$ cat src/rtl/avalon_rr_arbiter.sv
// Two-master to one-slave Avalon-MM arbiter: round-robin grant, write-burst lock,
// and a FIFO of outstanding reads that steers readdatavalid beats to their issuer.
module avalon_rr_arbiter #(
  parameter int NBDATABYTES = 2,
  parameter int NBADDRBITS  = 8,
  parameter int MAXPENDING  = 4
) (
  input  logic                       clk,
  input  logic                       rst,
  input  logic [NBADDRBITS-1:0]      m0_address,
  input  logic [NBDATABYTES-1:0]     m0_byteenable,
  input  logic [8*NBDATABYTES-1:0]   m0_writedata,
  input  logic                       m0_read,
  input  logic                       m0_write,
  input  logic [7:0]                 m0_burstcount,
  input  logic                       m0_beginbursttransfer,
  output logic                       m0_waitrequest,
  output logic [8*NBDATABYTES-1:0]   m0_readdata,
  output logic                       m0_readdatavalid,
  input  logic [NBADDRBITS-1:0]      m1_address,
  input  logic [NBDATABYTES-1:0]     m1_byteenable,
  input  logic [8*NBDATABYTES-1:0]   m1_writedata,
  input  logic                       m1_read,
  input  logic                       m1_write,
  input  logic [7:0]                 m1_burstcount,
  input  logic                       m1_beginbursttransfer,
  output logic                       m1_waitrequest,
  output logic [8*NBDATABYTES-1:0]   m1_readdata,
  output logic                       m1_readdatavalid,
  output logic [NBADDRBITS-1:0]      s_address,
  output logic [NBDATABYTES-1:0]     s_byteenable,
  output logic [8*NBDATABYTES-1:0]   s_writedata,
  output logic                       s_read,
  output logic                       s_write,
  output logic [7:0]                 s_burstcount,
  output logic                       s_beginbursttransfer,
  input  logic                       s_waitrequest,
  input  logic [8*NBDATABYTES-1:0]   s_readdata,
  input  logic                       s_readdatavalid,
  output logic                       err
);

  localparam int AW = $clog2(MAXPENDING);

  typedef enum logic [1:0] {IDLE, GNT0, GNT1} state_t;

  state_t     state, state_nxt;
  logic       last, last_nxt;
  logic [7:0] wcnt, wcnt_nxt;
  logic       err_nxt;

  logic       granted, gid;
  logic       g_read, g_write, g_bbt;
  logic [7:0] g_bc, g_bc_n;
  logic       accept;

  logic       fid  [MAXPENDING];
  logic [7:0] fcnt [MAXPENDING];
  logic [AW:0] wptr, rptr;
  logic       empty, full, head_id, rd_valid, push, pop;
  logic [7:0] head_cnt;

  assign granted = (state != IDLE);
  assign gid     = (state == GNT1);

  always_comb begin
    g_read  = gid ? m1_read  : m0_read;
    g_write = gid ? m1_write : m0_write;
    g_bbt   = gid ? m1_beginbursttransfer : m0_beginbursttransfer;
    g_bc    = gid ? m1_burstcount : m0_burstcount;
    g_bc_n  = (g_bc == 8'd0) ? 8'd1 : g_bc;
  end

  assign empty    = (wptr == rptr);
  assign full     = (wptr[AW] != rptr[AW]) && (wptr[AW-1:0] == rptr[AW-1:0]);
  assign head_id  = fid[rptr[AW-1:0]];
  assign head_cnt = fcnt[rptr[AW-1:0]];

  // Conflicting strobes forward nothing; reads are held back while the FIFO is full.
  assign s_read   = granted & g_read & ~g_write & ~full;
  assign s_write  = granted & g_write & ~g_read;
  assign s_address    = gid ? m1_address    : m0_address;
  assign s_byteenable = gid ? m1_byteenable : m0_byteenable;
  assign s_writedata  = gid ? m1_writedata  : m0_writedata;
  assign s_burstcount = g_bc;
  assign s_beginbursttransfer = granted & g_bbt & (wcnt == 8'd0);

  assign accept = (s_read | s_write) & ~s_waitrequest;
  assign m0_waitrequest = ~((state == GNT0) & accept);
  assign m1_waitrequest = ~((state == GNT1) & accept);

  assign rd_valid = s_readdatavalid & ~empty;
  assign push     = s_read & ~s_waitrequest;
  assign pop      = rd_valid & (head_cnt == 8'd1);

  assign m0_readdata      = s_readdata;
  assign m1_readdata      = s_readdata;
  assign m0_readdatavalid = rd_valid & ~head_id;
  assign m1_readdatavalid = rd_valid & head_id;

  always_comb begin
    state_nxt = state;
    last_nxt  = last;
    wcnt_nxt  = wcnt;
    err_nxt   = err;
    if (s_readdatavalid && empty)
      err_nxt = 1'b1;
    case (state)
      IDLE: begin
        if ((m0_read | m0_write) && (m1_read | m1_write))
          state_nxt = last ? GNT0 : GNT1;
        else if (m0_read | m0_write)
          state_nxt = GNT0;
        else if (m1_read | m1_write)
          state_nxt = GNT1;
      end
      GNT0, GNT1: begin
        if (!(g_read | g_write)) begin
          err_nxt   = 1'b1;
          state_nxt = IDLE;
          wcnt_nxt  = '0;
        end else if (g_read && g_write) begin
          err_nxt = 1'b1;
        end else if (accept) begin
          // wcnt == 0 marks the first beat; later beats count down the remainder.
          if (s_read) begin
            state_nxt = IDLE;
            last_nxt  = gid;
          end else if (wcnt == 8'd0) begin
            if (g_bc_n == 8'd1) begin
              state_nxt = IDLE;
              last_nxt  = gid;
            end else begin
              wcnt_nxt = g_bc_n - 8'd1;
            end
          end else begin
            wcnt_nxt = wcnt - 8'd1;
            if (wcnt == 8'd1) begin
              state_nxt = IDLE;
              last_nxt  = gid;
            end
          end
        end
      end
      default: state_nxt = IDLE;
    endcase
  end

  always_ff @(posedge clk) begin
    if (rst) begin
      state <= IDLE;
      last  <= 1'b1;
      wcnt  <= '0;
      err   <= 1'b0;
      wptr  <= '0;
      rptr  <= '0;
    end else begin
      state <= state_nxt;
      last  <= last_nxt;
      wcnt  <= wcnt_nxt;
      err   <= err_nxt;
      if (push) wptr <= wptr + 1'b1;
      if (pop)  rptr <= rptr + 1'b1;
    end
  end

  // Push never hits a full slot and decrement never hits an empty one, so they cannot collide.
  always_ff @(posedge clk) begin
    if (push) begin
      fid[wptr[AW-1:0]]  <= gid;
      fcnt[wptr[AW-1:0]] <= g_bc_n;
    end
    if (rd_valid)
      fcnt[rptr[AW-1:0]] <= head_cnt - 8'd1;
  end

endmodule

$ cat config.mk
export PLATFORM = sky130hd
export DESIGN_NAME = avalon_rr_arbiter
export DESIGN_NICKNAME = d
export VERILOG_FILES = /design/src/rtl/avalon_rr_arbiter.sv
export SDC_FILE = /design/constraint.sdc
export NUM_CORES = 1
export LEC_CHECK = 0
export ABC_AREA = 1
export CAP_MARGIN = 20
export CELL_PAD_IN_SITES_DETAIL_PLACEMENT = 2
export CELL_PAD_IN_SITES_GLOBAL_PLACEMENT = 2
export CORE_AREA = 2 2 141 143
export DETAILED_ROUTE_END_ITERATION = 10
export DIE_AREA = 0 0 143 145
export PLACE_DENSITY = 0.92
export SLEW_MARGIN = 0
export SYNTH_ARGS = -nofsm -noshare
export SYNTH_HDL_FRONTEND = slang
export SYNTH_SLANG_ARGS = --single-unit
$ cat constraint.sdc
create_clock -name clk -period 3.5 [get_ports clk]
set_input_delay 0.875 -clock clk [delete_from_list [all_inputs] [get_ports clk]]
set_output_delay 0.875 -clock clk [all_outputs]
set_load 0.005 [all_outputs]
==> results_tabular.tex <==
\begin{tabular}{lr}
\hline
Metric & Value \\
\hline
\multicolumn{2}{l}{\textbf{Status}} \\
Result of the run & finished clean \\
\multicolumn{2}{l}{\textbf{Setup path}} \\
List of cells traversed by the critical path & clkdlybuf4s50\_1, inv\_1, nand2\_1, nand2\_1, inv\_2, nor2\_2, nand2\_1, nand2\_4, nand2\_1, clkdlybuf4s50\_1 \\
Crit path max fanout & 6 \\
Kind of launch point of the worst setup path & input port \\
Data arrival, critical path & 2540 ps \\
Cells on worst reg2reg path & 18 \\
Most common cell on crit path & sky130\_fd\_sc\_hd\_\_nand2\_1 \\
Worst Setup End Kind & output pin \\
Data required time of the worst path & 2620 ps \\
Worst path slowest cell & sky130\_fd\_sc\_hd\_\_clkdlybuf4s50\_1 \\
Buffers plus inverters on the worst setup path & 4 \\
Worst stage delay on the critical path & 500 ps \\
Source of the worst register-to-register timing path & state[0]\$\_SDFFE\_PP0P\_ \\
Critical path class & input port to output pin \\
Top delay family on crit path & buffers and inverters \\
End of the worst register-to-register path & wcnt[1]\$\_SDFFE\_PP0P\_ \\
Setup slack, reg-to-reg & 550 ps \\
\multicolumn{2}{l}{\textbf{Timing}} \\
Max Clock Freq & 0.293 GHz \\
Max-slew violation count & 0 \\
Final critical-path share of the clock period & 97.6\% \\
Summed negative setup slack over all endpoints & 0 ps \\
RSZ-0062 raised after global routing & no \\
Clock Skew & 6.79 ps \\
Rel. slew slack & 66.5\% \\
Worst-Margin Slew & 497 ps \\
Total setup violations reported at the end of the flow & 0 \\
Minimum hold slack & 506 ps \\
Final hold vios & 0 \\
Crit path time final & 3420 ps \\
\multicolumn{2}{l}{\textbf{Flow run}} \\
Max-cap viol count & 0 \\
\multicolumn{2}{l}{\textbf{GRT}} \\
Total global-route track usage & 16.2\% \\
Number of global-route vias before repair & 5127 \\
Wire length of the first global-routing pass & 26300 um \\
Number of antenna violations at the first check in global routing & 0 \\
Total congestion overflow after global routing & 0 \\
Pin count of the biggest net entering global routing & 34 \\
\multicolumn{2}{l}{\textbf{Clock network}} \\
Max Root-Sink Buffers & 2 \\
Total number of H-tree levels & 2 \\
Reg clk slew, reported paths & 70 ps \\
Insertion delay to the later sink of the worst-skew pair & 310 ps \\
Clock Tree Root & sky130\_fd\_sc\_hd\_\_clkbuf\_16 \\
Total number of clock tree sinks & 56 \\
Num CTS Buffers & 5 \\
Number of buffers added to fix hold violations after cts & 0 \\
TritonCTS clock tree & done \\
\multicolumn{2}{l}{\textbf{Finish}} \\
Count of inserted antenna diode cells & 0 \\
Area Growth Syn to Fin & 34.7\% \\
Ratio of cells with drive above 1 in the final layout & 8.84\% \\
Fill count & 2296 \\
Post-layout net count & 846 \\
\multicolumn{2}{l}{\textbf{Place}} \\
Count of buffers from port buffering & 119 \\
Post-DP HPWL & 13300 um \\
GP Congestion & 0.836 \\
\multicolumn{2}{l}{\textbf{Worst hold path}} \\
Number of cells on the worst hold path & 2 \\
Hold Crit Class & register to register \\
Destination of the worst hold path & wcnt[5]\$\_SDFFE\_PP0P\_ \\
Worst hold path startpoint & wcnt[5]\$\_SDFFE\_PP0P\_ \\
\multicolumn{2}{l}{\textbf{Detailed routing}} \\
Vias per inst & 4.49 \\
Detailed-route wire length per cell & 16.5 um \\
DRT Pass-1 Iters & 4 \\
Count of routing violations after the opening detailed-route iteration & 108 \\
Via total after detailed routing & 4491 \\
WL final & 16500 um \\
Antenna-violating nets left & 0 \\
Final routed DRC violation total & 0 \\
\multicolumn{2}{l}{\textbf{Synth}} \\
Top\_reg\_cell synth & sky130\_fd\_sc\_hd\_\_edfxtp\_1 \\
Share of the yosys chip area belonging to registers & 34.1\% \\
Number of distinct standard cells referenced by the synthesized netlist & 37 \\
Number of cells produced by synthesis & 638 \\
Leading post-synthesis cells by cell area & sky130\_fd\_sc\_hd\_\_edfxtp\_1 25\%, sky130\_fd\_sc\_hd\_\_nand2\_1 20\%, sky130\_fd\_sc\_hd\_\_dfxtp\_1 9.2\% \\
Fraction of synthesis flops using an asynchronous set or reset pin & 0\% \\
Synth cell count leaders & 231 x sky130\_fd\_sc\_hd\_\_nand2\_1, 66 x sky130\_fd\_sc\_hd\_\_inv\_1, 47 x sky130\_fd\_sc\_hd\_\_o21ai\_0, 42 x sky130\_fd\_sc\_hd\_\_nor2\_1, 36 x sky130\_fd\_sc\_hd\_\_edfxtp\_1 \\
Synthesis-stage register bit count & 56 \\
Fraction of synthesized cell area taken by the top area cell type & 24.9\% \\
Number of flops mapped to enable cells by yosys & 36 \\
Most used standard cell by instance count after synthesis & sky130\_fd\_sc\_hd\_\_nand2\_1 \\
Netlist Area Pre-Place & 4340 um\^{}2 \\
Total number of yosys warnings & 0 \\
Largest area contributor in the netlist & sky130\_fd\_sc\_hd\_\_edfxtp\_1 \\
Post-Synthesis Mean Instance Area & 6.80 um\^{}2 \\
Synthesized net count & 750 \\
\multicolumn{2}{l}{\textbf{Floorplanning}} \\
Horizontal extent of the die & 143 um \\
Die ar. & 20700 um\^{}2 \\
Core ar. & 19200 um\^{}2 \\
Number of top-level pins & 168 \\
Die span in y & 145 um \\
Initial Utilization & 22.6\% \\
Placement Rows & 51 \\
\multicolumn{2}{l}{\textbf{Pwr}} \\
Part of the power in the clock network & 16.8\% \\
Leak & 0.00258 uW \\
Share of power burned in combinational logic & 59.5\% \\
Sw Share & 43.8\% \\
Largest voltage drop on the vdd net & 230 uV \\
Switching power & 1560 uW \\
Reg power frac & 23.7\% \\
Cell area power density & 609 nW/um\^{}2 \\
Internal power component & 2000 uW \\
\hline
\end{tabular}
worst register-to-register path, stage by stage (launching register included):
cell and delay [ps]:
sky130_fd_sc_hd__dfxtp_1 330, sky130_fd_sc_hd__inv_1 100, sky130_fd_sc_hd__ha_2 220, sky130_fd_sc_hd__buf_6 270
sky130_fd_sc_hd__nand2_1 110, sky130_fd_sc_hd__nand2_1 210, sky130_fd_sc_hd__nand2_1 140, sky130_fd_sc_hd__nor2_1 170
sky130_fd_sc_hd__nand2_2 130, sky130_fd_sc_hd__nand2_4 130, sky130_fd_sc_hd__ha_1 160, sky130_fd_sc_hd__nand2_1 50
sky130_fd_sc_hd__nor2_1 120, sky130_fd_sc_hd__nand3_2 170, sky130_fd_sc_hd__nand2_4 130, sky130_fd_sc_hd__nand2_2 60
sky130_fd_sc_hd__nand2_4 130, sky130_fd_sc_hd__o21ai_1 80, sky130_fd_sc_hd__a21oi_1 160
how the worst max path moves through the flow:
stage	to	cells after the start	from	slack, ps
global route	m0_waitrequest	9	m1_write	3
detailed placement	m0_waitrequest	9	m0_write	60
finish	m0_waitrequest	10	m0_read	80
global placement	m1_waitrequest	9	m0_write	150
floorplan	fcnt[0][0]$_DFFE_PP_	7	m1_read	1000
CTS	m0_waitrequest	9	m0_write	50
flip-flops by register name (all words and copies together), names as in the netlist, named ones only:
name / cells
state: 2
wptr: 3
rptr: 3
fcnt: 32
wcnt: 8
err: 1
fid: 4
last: 1
kinds of logic (layout without fill, tap and decap cells):
group / Yosys count / in the layout / share of synthesized area, %
and+or+nand+nor: 345 / 345 / 34.0
AOI/OAI and AO/OA: 88 / 88 / 10.9
buffers and inverters: 122 / 219 / 14.0
adders and majority gates: 18 / 18 / 5.19
xor gates and xnor gates: 9 / 9 / 1.82
DFF: 56 / 56 / 34.1
power by group through the flow:
| stage | logic (uW) | clock network [uW] | registers, uW |
|---|---|---|---|
| after floorplan | 1220 | 0 | 850 |
| after global placement | 2020 | 0 | 857 |
| after detailed placement | 2120 | 0 | 861 |
| after CTS | 2150 | 611 | 847 |
| after global routing | 2360 | 630 | 854 |
| final | 2120 | 599 | 846 |
layer usage:
metal | GRT usage [%] | routed length (um) | vias to the layer above
met5 | 0 | 0 | -
li1 | - | - | 2181
met2 | 30.0 | 8560 | 130
met1 | 17.5 | 6510 | 2164
met4 | 5.20 | 259 | 0
met3 | 4.75 | 1160 | 16
through the flow:
stage          std cells  cell area (um^2)  power [uW]  utilization (%)  setup slack, ps
5_1_grt             1000              5850        3850             30.4             2.97
6_report            1000              5850        3560             30.4             83.3
2_1_floorplan        638              4340        2070                -             1000
4_1_cts             1000              5840        3610             30.4             48.7
3_5_place_dp         992              5670        2980             29.5             55.4
3_3_place_gp         992              5670        2880             29.5              150
placed cells by master (no fill, tap or decap), drive strengths merged:
master	count
bufinv	1
nor2	48
dfxtp	20
a31oi	1
o22ai	2
a21oi	27
dlymetal6s2s	1
ha	18
clkinv	1
xnor2	3
a32oi	1
nand3b	1
buf	18
inv	74
nand4	7
or2	3
o21ai	55
clkbuf	6
o31ai	1
clkdlybuf4s50	118
nand3	33
nor4	1
nor3b	1
xor2	6
nor3	1
a21boi	1
and2	1
edfxtp	36
nand2	249
area by class of cell:
type | count | area, um^2 | share of cell area [%]
Sequential cell | 56 | 1480 | 25.3
Timing Repair Buffer | 137 | 1330 | 22.8
Clock buffer | 6 | 129 | 2.20
Tap cell | 265 | 332 | 5.67
Multi-Input combinational cell | 460 | 2250 | 38.5
Inverter | 74 | 280 | 4.79
Clock inverter | 2 | 38.8 | 0.663
repair_timing:
action | in CTS | in global routing
endpoints found under the setup margin | 0 | 2
resized for setup | 0 | 4
setup buffers | 0 | 0
No activity file was read; power rests on OpenSTA's default activity.
